**src/rtl/padio_pkg.sv**
```systemverilog
// -----------------------------------------------------------------------------
// padio_pkg
// Shared definitions for the half-duplex pad I/O controller:
//   state_t             controller state encoding
//   START_BIT/STOP_BIT  serial frame line levels
//   TX_BITS/RX_BITS     frame lengths (start + 8 data + stop, 8 data)
// -----------------------------------------------------------------------------
package padio_pkg;

    typedef enum logic [2:0] {
        ST_IDLE    = 3'd0,
        ST_TX      = 3'd1,
        ST_TURN    = 3'd2,
        ST_RX_WAIT = 3'd3,
        ST_RX      = 3'd4,
        ST_FIN     = 3'd5
    } state_t;

    localparam logic START_BIT = 1'b0;
    localparam logic STOP_BIT  = 1'b1;

    localparam int TX_BITS = 10;
    localparam int RX_BITS = 8;

endpackage

```
**src/rtl/padio_sync2.sv**
```systemverilog
// -----------------------------------------------------------------------------
// padio_sync2
// Two-flop synchronizer for the asynchronous pad input. Both flops reset to 1,
// the idle line level, so a reset never fakes a start bit.
// Ports:
//   clk    clock
//   reset  synchronous active-high reset
//   i_d    asynchronous input
//   o_q    synchronized output
// -----------------------------------------------------------------------------
module padio_sync2 (
    input  logic clk,
    input  logic reset,
    input  logic i_d,
    output logic o_q
);

    logic r_meta;
    logic r_sync;

    // NOTE: sequential state uses non-blocking assignments so r_sync samples
    // the pre-edge value of r_meta, giving a true two-stage chain.
    always_ff @(posedge clk) begin
        if (reset) begin
            r_meta <= 1'b1;
            r_sync <= 1'b1;
        end else begin
            r_meta <= i_d;
            r_sync <= r_meta;
        end
    end

    assign o_q = r_sync;

endmodule

```
**src/rtl/padio_halfduplex_ctrl.sv**
```systemverilog
// -----------------------------------------------------------------------------
// padio_halfduplex_ctrl
// Half-duplex serial controller for a single bidirectional pad. Transmits one
// framed byte, releases the pad for a turnaround, then optionally receives one
// framed byte (with a start-bit timeout).
// Parameters:
//   DIV   clocks per bit period (4..255)
//   TURN  turnaround clocks with the driver released (1..15)
//   TMO   receive start-bit timeout in bit periods (1..255)
// Ports:
//   clk, reset         clock, synchronous active-high reset
//   start/wdata/rd_en  transaction request (accepted when busy=0)
//   busy, done         transaction in flight / one-cycle end pulse
//   rdata, rvalid      received byte / one-cycle valid pulse with done
//   timeout            one-cycle pulse with done when no start bit arrived
//   pad_do, pad_oen    pad cell data and output enable (1 = driven)
//   pad_di             pad cell input, asynchronous to clk
// -----------------------------------------------------------------------------
module padio_halfduplex_ctrl
    import padio_pkg::*;
#(
    parameter int DIV  = 8,
    parameter int TURN = 2,
    parameter int TMO  = 64
) (
    input  logic       clk,
    input  logic       reset,
    input  logic       start,
    input  logic [7:0] wdata,
    input  logic       rd_en,
    output logic       busy,
    output logic       done,
    output logic [7:0] rdata,
    output logic       rvalid,
    output logic       timeout,
    output logic       pad_do,
    output logic       pad_oen,
    input  logic       pad_di
);

    // Counter compare points, pre-sized to the 8-bit counters.
    localparam logic [7:0] DIV_LAST  = 8'(DIV - 1);
    localparam logic [7:0] DIV_MID   = 8'(DIV / 2);
    localparam logic [7:0] TURN_LAST = 8'(TURN - 1);
    localparam logic [7:0] TMO_LAST  = 8'(TMO - 1);
    localparam logic [7:0] TX_LAST   = 8'(TX_BITS - 1);
    localparam logic [7:0] RX_LAST   = 8'(RX_BITS);   // period index of data bit 7

    state_t     r_state;
    logic [7:0] r_div_cnt;    // clock within a bit period; also the turnaround count
    logic [7:0] r_bit_cnt;    // TX bit index, RX period index, RX_WAIT period count
    logic [9:0] r_tx_shift;   // frame being sent, LSB on the line
    logic [6:0] r_rx_shift;   // data bits 0..6 collected so far, filled from the top
    logic       r_rd_en;
    logic [7:0] r_rdata;
    logic       r_rx_ok;
    logic       r_tmo;

    logic       w_rx;
    logic       w_div_end;

    padio_sync2 u_sync (
        .clk   (clk),
        .reset (reset),
        .i_d   (pad_di),
        .o_q   (w_rx)
    );

    assign w_div_end = (r_div_cnt == DIV_LAST);

    always_ff @(posedge clk) begin
        if (reset) begin
            r_state    <= ST_IDLE;
            r_div_cnt  <= '0;
            r_bit_cnt  <= '0;
            r_tx_shift <= '1;
            r_rx_shift <= '0;
            r_rd_en    <= 1'b0;
            r_rdata    <= '0;
            r_rx_ok    <= 1'b0;
            r_tmo      <= 1'b0;
        end else begin
            case (r_state)
                ST_IDLE: begin
                    if (start) begin
                        r_state    <= ST_TX;
                        r_tx_shift <= {STOP_BIT, wdata, START_BIT};
                        r_rd_en    <= rd_en;
                        r_div_cnt  <= '0;
                        r_bit_cnt  <= '0;
                        r_rx_ok    <= 1'b0;
                        r_tmo      <= 1'b0;
                    end
                end

                ST_TX: begin
                    if (w_div_end) begin
                        r_div_cnt  <= '0;
                        r_tx_shift <= {STOP_BIT, r_tx_shift[9:1]};
                        if (r_bit_cnt == TX_LAST) begin
                            r_state   <= ST_TURN;
                            r_bit_cnt <= '0;
                        end else begin
                            r_bit_cnt <= r_bit_cnt + 8'd1;
                        end
                    end else begin
                        r_div_cnt <= r_div_cnt + 8'd1;
                    end
                end

                ST_TURN: begin
                    if (r_div_cnt == TURN_LAST) begin
                        r_div_cnt <= '0;
                        r_bit_cnt <= '0;
                        r_state   <= r_rd_en ? ST_RX_WAIT : ST_FIN;
                    end else begin
                        r_div_cnt <= r_div_cnt + 8'd1;
                    end
                end

                ST_RX_WAIT: begin
                    if (w_rx == START_BIT) begin
                        // The detection cycle is clock 0 of the start period,
                        // so the next cycle is already clock 1.
                        r_state   <= ST_RX;
                        r_div_cnt <= 8'd1;
                        r_bit_cnt <= '0;
                    end else if (w_div_end) begin
                        r_div_cnt <= '0;
                        if (r_bit_cnt == TMO_LAST) begin
                            r_state <= ST_FIN;
                            r_tmo   <= 1'b1;
                        end else begin
                            r_bit_cnt <= r_bit_cnt + 8'd1;
                        end
                    end else begin
                        r_div_cnt <= r_div_cnt + 8'd1;
                    end
                end

                ST_RX: begin
                    if (w_div_end) begin
                        r_div_cnt <= '0;
                        r_bit_cnt <= r_bit_cnt + 8'd1;
                    end else begin
                        r_div_cnt <= r_div_cnt + 8'd1;
                    end
                    // Period 0 is the start bit; periods 1..8 carry data bits 0..7.
                    if (r_bit_cnt != '0 && r_div_cnt == DIV_MID) begin
                        if (r_bit_cnt == RX_LAST) begin
                            r_rdata <= {w_rx, r_rx_shift};
                            r_rx_ok <= 1'b1;
                            r_state <= ST_FIN;
                        end else begin
                            r_rx_shift <= {w_rx, r_rx_shift[6:1]};
                        end
                    end
                end

                ST_FIN: begin
                    r_state   <= ST_IDLE;
                    r_div_cnt <= '0;
                    r_bit_cnt <= '0;
                end

                default: begin
                    r_state <= ST_IDLE;
                end
            endcase
        end
    end

    // Outputs decode directly from state so pad_oen falls in the very cycle
    // the stop bit ends.
    assign busy    = (r_state != ST_IDLE);
    assign pad_oen = (r_state == ST_TX);
    assign pad_do  = pad_oen ? r_tx_shift[0] : STOP_BIT;
    assign done    = (r_state == ST_FIN);
    assign rvalid  = done & r_rx_ok;
    assign timeout = done & r_tmo;
    assign rdata   = r_rdata;

endmodule

```
**config.mk**
```make
export PLATFORM = sky130hd
export DESIGN_NAME = padio_halfduplex_ctrl
export DESIGN_NICKNAME = d
export VERILOG_FILES = /design/src/rtl/padio_pkg.sv /design/src/rtl/padio_sync2.sv /design/src/rtl/padio_halfduplex_ctrl.sv
export SDC_FILE = /design/constraint.sdc
export NUM_CORES = 1
export LEC_CHECK = 0
export ABC_AREA = 1
export BUFFER_PORTS_ARGS = -buffer_cell sky130_fd_sc_hd__buf_2
export CORE_MARGIN = 8
export CORE_UTILIZATION = 55
export CTS_BUF_LIST = sky130_fd_sc_hd__clkbuf_8
export CTS_CLUSTER_DIAMETER = 30
export DETAILED_ROUTE_END_ITERATION = 7
export MAX_ROUTING_LAYER = met4
export PLACE_DENSITY_LB_ADDON = 0.08
export SYNTH_ARGS = -nofsm -noshare
export SYNTH_HDL_FRONTEND = slang
export SYNTH_SLANG_ARGS = --single-unit
export TNS_END_PERCENT = 5
```
**constraint.sdc**
```tcl
create_clock -name clk -period 1.69 [get_ports clk]
set_clock_uncertainty 0.1 [all_clocks]
set_input_delay 0.338 -clock clk [delete_from_list [all_inputs] [get_ports clk]]
set_output_delay 0.338 -clock clk [all_outputs]
set_load 0.005 [all_outputs]
```
# [After elaboration in Yosys (flattened, before gate mapping)]
# Cells that the tools add are included.
# Widths: inputs -> output; s select.
[classes] add_sub_neg=2 n_mul=0 div_mod_pow=0 magnitude_cmp=0 eq_ne=24 n_shift=0 muxes=36 bitwise_logic=3 reduce_logical=19
[ops] op="$mux 8" count=11
[ops] op="$pmux 8 s6" count=1
[ops] op="$pmux 8 s5" count=1
[ops] op="$mux 3" count=10
[ops] op="$mux 10" count=2
[ops] op="$pmux 10 s2" count=1
[ops] op="$add 8x1->8 const B" count=2
[ops] op="$eq 8x3->1 const B" count=2
[ops] op="$eq 8x4->1 const B" count=2
[ops] op="$pmux 3 s5" count=1
[ops] op="$ne 2x2->1 const B" count=7
[ops] op="$ne 3x3->1 const B" count=3
[ops] op="$reduce_and 3->1" count=3
[ops] op="$eq 8x1->1 const B" count=1
[ops] op="$eq 8x6->1 const B" count=1
[ops] op="$reduce_and 8->1" count=1
[ops] op="$reduce_bool 8->1" count=1
[ops] op="$mux 1" count=7
[ops] op="$reduce_and 7->1" count=1
[ops] op="$eq 3x2->1 const B" count=2
[ops] op="$eq 3x3->1 const B" count=2
[ops] op="$ne 2x1->1 const B" count=3
[ops] op="$reduce_bool 2->1" count=3
[ops] op="$reduce_bool 6->1" count=1
[ops] op="12 further kinds" count=15
[totals] register_bits=49 latch_bits=0 mem_bits_rw=0 rom_bits=0 input_bits=13 elab_cells=95 memories=0

# [Longest topological paths before layout]
[logic_depth] ltp_word=5 ltp_mapped=11 depth_no_buf=11

# [By module]
# A second synthesis with hierarchy kept.
[unflattened] hier_cells=367 area_unflattened_um2=2494.9
[modules_own_cells] mod="padio_halfduplex_ctrl" instances=1 cells_each=360 area_each_um2=2436.1 seq_area_each_um2=920.9
[modules_own_cells] mod="padio_sync2" instances=1 cells_each=7 area_each_um2=58.8 seq_area_each_um2=40.0

# [Worst setup path before layout]
# Ideal clock, no wire load.
[synth_timing] path_type="flip-flop to flip-flop" start="register r_bit_cnt[0]" end="register r_state[0]" setup_ns=0.113 t_arrival_ns=1.396 required_ns=1.477 setup_slack_ns=0.081 path_stages_with_launch=10 path_buffers=0 period_less_slack_ns=1.609 cell_sequence="dfxtp_1 -> inv_1 -> ha_1 -> nand3_1 -> o21ai_4 -> nand3_1 -> nor2_1 -> nand2_1 -> nor2_1 -> nor2_1"
[synth_via] elab_chain_len=4 elab_cells_between_ends=10
[synth_rtl] item="start, declared" line="padio_halfduplex_ctrl.sv:51" source="logic [7:0] r_bit_cnt;"
[synth_rtl] item="start signal, assigned" line="padio_halfduplex_ctrl.sv:104" source="r_bit_cnt <= r_bit_cnt + 8'd1;"
[synth_rtl] item="start signal, assigned" line="padio_halfduplex_ctrl.sv:134" source="r_bit_cnt <= r_bit_cnt + 8'd1;"
[synth_rtl] item="start signal, assigned" line="padio_halfduplex_ctrl.sv:144" source="r_bit_cnt <= r_bit_cnt + 8'd1;"
[synth_rtl] item="$reduce_bool 8->1" line="padio_halfduplex_ctrl.sv:149" source="if (r_bit_cnt != '0 && r_div_cnt == DIV_MID) begin"
[synth_rtl] item="$logic_and 1x1->1" line="padio_halfduplex_ctrl.sv:149"
[synth_rtl] item="$ne 2x2->1 (no source line)"
[synth_rtl] item="$reduce_and 8->1 (no source line) (*)"
[synth_rtl] item="end signal, assigned" line="padio_halfduplex_ctrl.sv:115" source="r_state <= r_rd_en ? ST_RX_WAIT : ST_FIN;"
[synth_rtl] item="end, declared" line="padio_halfduplex_ctrl.sv:49" source="state_t r_state;"
# Mark *: on every way between the ends. The rest lies on a longest branch, timed or not.
# A chain may end at the register's enable or synchronous reset.

# [Worst setup path after layout]
[layout_timing] start="register r_state[1]" end="output pad_oen"
[layout_via] elab_chain_len=1
[layout_rtl] item="$eq 3x1->1" line="padio_halfduplex_ctrl.sv:176" source="assign pad_oen = (r_state == ST_TX);"
[layout_rtl] item="end, declared" line="padio_halfduplex_ctrl.sv:37" source="output logic pad_oen,"
# Every way passes these cells.

==> Flow_metrics.wiki <==
{| class="wikitable"
! Metric !! Value
|-
| Status || complete, but fails checks
|-
| Count of nets left with antenna violations after detail routing || 0
|-
| Post-Synthesis Cell Area || 2600 µm²
|-
| Pins Over Slew Limit || 0
|-
| Number of antenna violations at the first check in global routing || 0
|-
| Final worst slack || -15.4 ps
|-
| Routed len/inst || 13.7 µm
|-
| Worst-Skew Late Latency || 310 ps
|-
| Hold slack final || 109 ps
|-
| CP Data Arrival Time || 1270 ps
|-
| Total Nets Final || 468
|-
| Register-to-register path setup slack || 20 ps
|-
| Placer Congestion || 0.958
|-
| Max Buffers Root-to-Sink || 2
|-
| Largest net degree at the start of global routing || 21
|-
| Critical path endpoint category || primary output
|-
| Total of endpoints with negative setup slack in the final report || 1
|-
| Total non-filler cell area in the finished layout || 3460 µm²
|-
| Detail Placement HPWL || 4.78 mm
|-
| Instance area after placement || 3010 µm²
|-
| Antenna Cells || 0
|-
| Pwr dens || 1360 nW/µm²
|-
| Share of the clock period used by the worst path after layout || 101%
|-
| Cts bufs inserted || 5
|-
| Number of warnings printed during yosys synthesis || 0
|-
| Clock root buffer master || sky130_fd_sc_hd__clkbuf_8
|-
| Starting utilization of the core area || 56.1%
|-
| Maximum frequency from static timing analysis || 586 MHz
|-
| Port Buffer Count || 26
|-
| Final-report hold violation count || 0
|-
| Number of inserted filler cells in the final layout || 362
|-
| Type of element launching the critical path || flop
|-
| Global route overflow || 0
|-
| Worst Max-Slew Pin Slew || 259 ps
|-
| WL final || 6.92 mm
|-
| Standard-cell row count || 25
|-
| Post-synth ARST share || 0%
|-
| Avg Synthesized Cell Area || 6.80 µm²
|-
| Total power of the final layout || 4.70 mW
|-
| Synthesis-stage register bit count || 48
|-
| First-pass detailed-route iteration total || 4
|-
| Die extent in x || 84.7 µm
|-
| Category of the most critical setup path || reg -> out
|-
| Maximum fanout encountered on the critical timing path || 19
|-
| Number of violations of the max-capacitance limit || 0
|-
| Number of synthesized flops with an enable pin || 0
|-
| I/O pin total || 27
|-
| All-layer global routing usage || 19.5%
|-
| Relative slew margins || 82.7%
|-
| Peak ir drop on the vdd network || 0.814 mV
|-
| Static leakage power || 1.54 nW
|-
| # DRC || 0
|-
| Clock edge transition at the registers on the reported setup and hold paths || 90 ps
|-
| Worst min path class || in -> reg
|-
| Detailed Route Iter0 Violations || 133
|-
| Layout cell share with drive strength beyond 1 || 33.3%
|-
| Minimum period implied by the final worst setup slack || 1710 ps
|-
| Gate count after technology mapping || 382
|-
| CTS tree || built
|-
| Via/cell ratio || 5.36
|-
| Number of clock sinks || 48
|-
| Floorplan Core Area || 4630 µm²
|-
| Total nets after synthesis || 401
|-
| Relative area change from synthesis to final layout || 33.2%
|-
| RSZ-0062 raised after global routing || true
|-
| Number of H-tree branching levels || 2
|-
| Violated checks || negative setup slack
|-
| Data required time of the critical path || 1250 ps
|-
| Total die area || 7180 µm²
|-
| Library cells used by synthesis || 37
|-
| Dominant register cell in the synthesized netlist || sky130_fd_sc_hd__dfxtp_1
|-
| Total vias in the final route || 2703
|-
| Sequential share of the synthesized area || 37.0%
|-
| Number of global-route vias before repair || 2611
|-
| Die Span Y || 84.7 µm
|-
| Count of hold buffers inserted by post-cts repair || 0
|-
| Wire length of the first global-routing pass || 11.2 mm
|}
## report_power, final
group,internal [mW],switching (mW),leakage [nW]
Clock,0.740,0.398,0.0784
Combinational,0.836,1.27,1.07
Sequential,1.31,0.146,0.397
Total,2.89,1.81,1.54
## worst paths after layout
kind                       from  depth (start not counted)             to
hold reg to reg   u_sync.r_meta                          1     u_sync.o_q
setup reg to reg     r_state[0]                          9  r_rx_shift[5]
hold / removal           pad_di                          2  u_sync.r_meta
setup / recovery     r_state[1]                          5        pad_oen
## repair_timing
action | 4_1_cts | 5_1_grt
resized for setup | 25 | 56
cloned | 2 | 0
endpoints found under the setup margin | 28 | 47
pin swaps | 2 | 18
setup buffers | 2 | 2
## sequential cells by signal (all words and copies together), names as in the netlist
| name | count |
|---|---|
| r_tx_shift | 9 |
| r_bit_cnt | 8 |
| r_div_cnt | 8 |
| rdata | 8 |
| r_rx_shift | 7 |
| r_state | 3 |
| r_rd_en | 1 |
| r_rx_ok | 1 |
| r_tmo | 1 |
| u_sync.o_q | 1 |
| u_sync.r_meta | 1 |
## kinds of logic after synthesis
kind of cell | count (synthesis) | share of synthesized area [%]
simple gates | 210 | 36.6
compound gates | 62 | 14.7
buf+inv | 55 | 8.53
flops | 48 | 37.0
fa+ha+maj | 6 | 2.89
xor+xnor | 1 | 0.337
## through the flow
stage	TNS (ps)	util [%]	cells	setup WS, ps
global route	-1060	74.8	504	-108
global placement	0	65.1	490	8.58
finish	-15.4	74.8	504	-15.4
floorplan	0	-	382	80.9
CTS	-105	70.8	502	-32.6
detailed placement	-275	65.1	490	-37.6
## per-layer routing
layer	global-route usage, %	wire length, µm	vias to the layer above
met5	-	0	-
met3	3.80	330	9
met4	8.09	91	0
met1	22.1	3080	1250
li1	-	-	1382
met2	32.7	3410	62
## Yosys cell counts (3+ instances only)
master / number / area (µm²)
sky130_fd_sc_hd__nand2_1: 83 / 312
sky130_fd_sc_hd__nor2_1: 62 / 233
sky130_fd_sc_hd__dfxtp_1: 48 / 961
sky130_fd_sc_hd__inv_1: 41 / 154
sky130_fd_sc_hd__nand3_1: 30 / 150
sky130_fd_sc_hd__o21ai_0: 25 / 125
sky130_fd_sc_hd__o211ai_1: 15 / 113
sky130_fd_sc_hd__a21oi_1: 13 / 65.1
sky130_fd_sc_hd__nand4_1: 8 / 50.1
sky130_fd_sc_hd__nor3_1: 7 / 35.0
sky130_fd_sc_hd__ha_1: 6 / 75.1
sky130_fd_sc_hd__inv_2: 6 / 22.5
sky130_fd_sc_hd__or2_2: 5 / 31.3
sky130_fd_sc_hd__nand3_2: 4 / 40.0
sky130_fd_sc_hd__nor2_4: 3 / 33.8
## cells in the final DEF, fill, tap and decap left out, types with 12 or more instances in the layout
cell                       count
sky130_fd_sc_hd__o211ai_1     15
sky130_fd_sc_hd__dfxtp_1      36
sky130_fd_sc_hd__buf_2        25
sky130_fd_sc_hd__nand2_1      76
sky130_fd_sc_hd__nor2_1       50
sky130_fd_sc_hd__buf_4        37
sky130_fd_sc_hd__a21oi_1      12
sky130_fd_sc_hd__inv_1        35
sky130_fd_sc_hd__nand3_1      25
sky130_fd_sc_hd__o21ai_0      21
## critical path, cell delays in order, from the launching register on
cell	delay, ps
sky130_fd_sc_hd__dfxtp_4	390
sky130_fd_sc_hd__inv_4	80
sky130_fd_sc_hd__nand3_4	100
sky130_fd_sc_hd__inv_4	120
sky130_fd_sc_hd__buf_12	150
sky130_fd_sc_hd__buf_2	120
## area by class of cell
class	instances	area, µm²	share of cell area [%]
inverter	49	199	5.75
clock buffer	5	68.8	1.99
sequential	48	986	28.5
clock inverter	3	90.1	2.60
timing repair inverter	1	7.51	0.217
tap	54	67.6	1.95
timing repair buffer	64	434	12.5
multi-input combinational	280	1610	46.5
(Power assumes the default switching activity.)
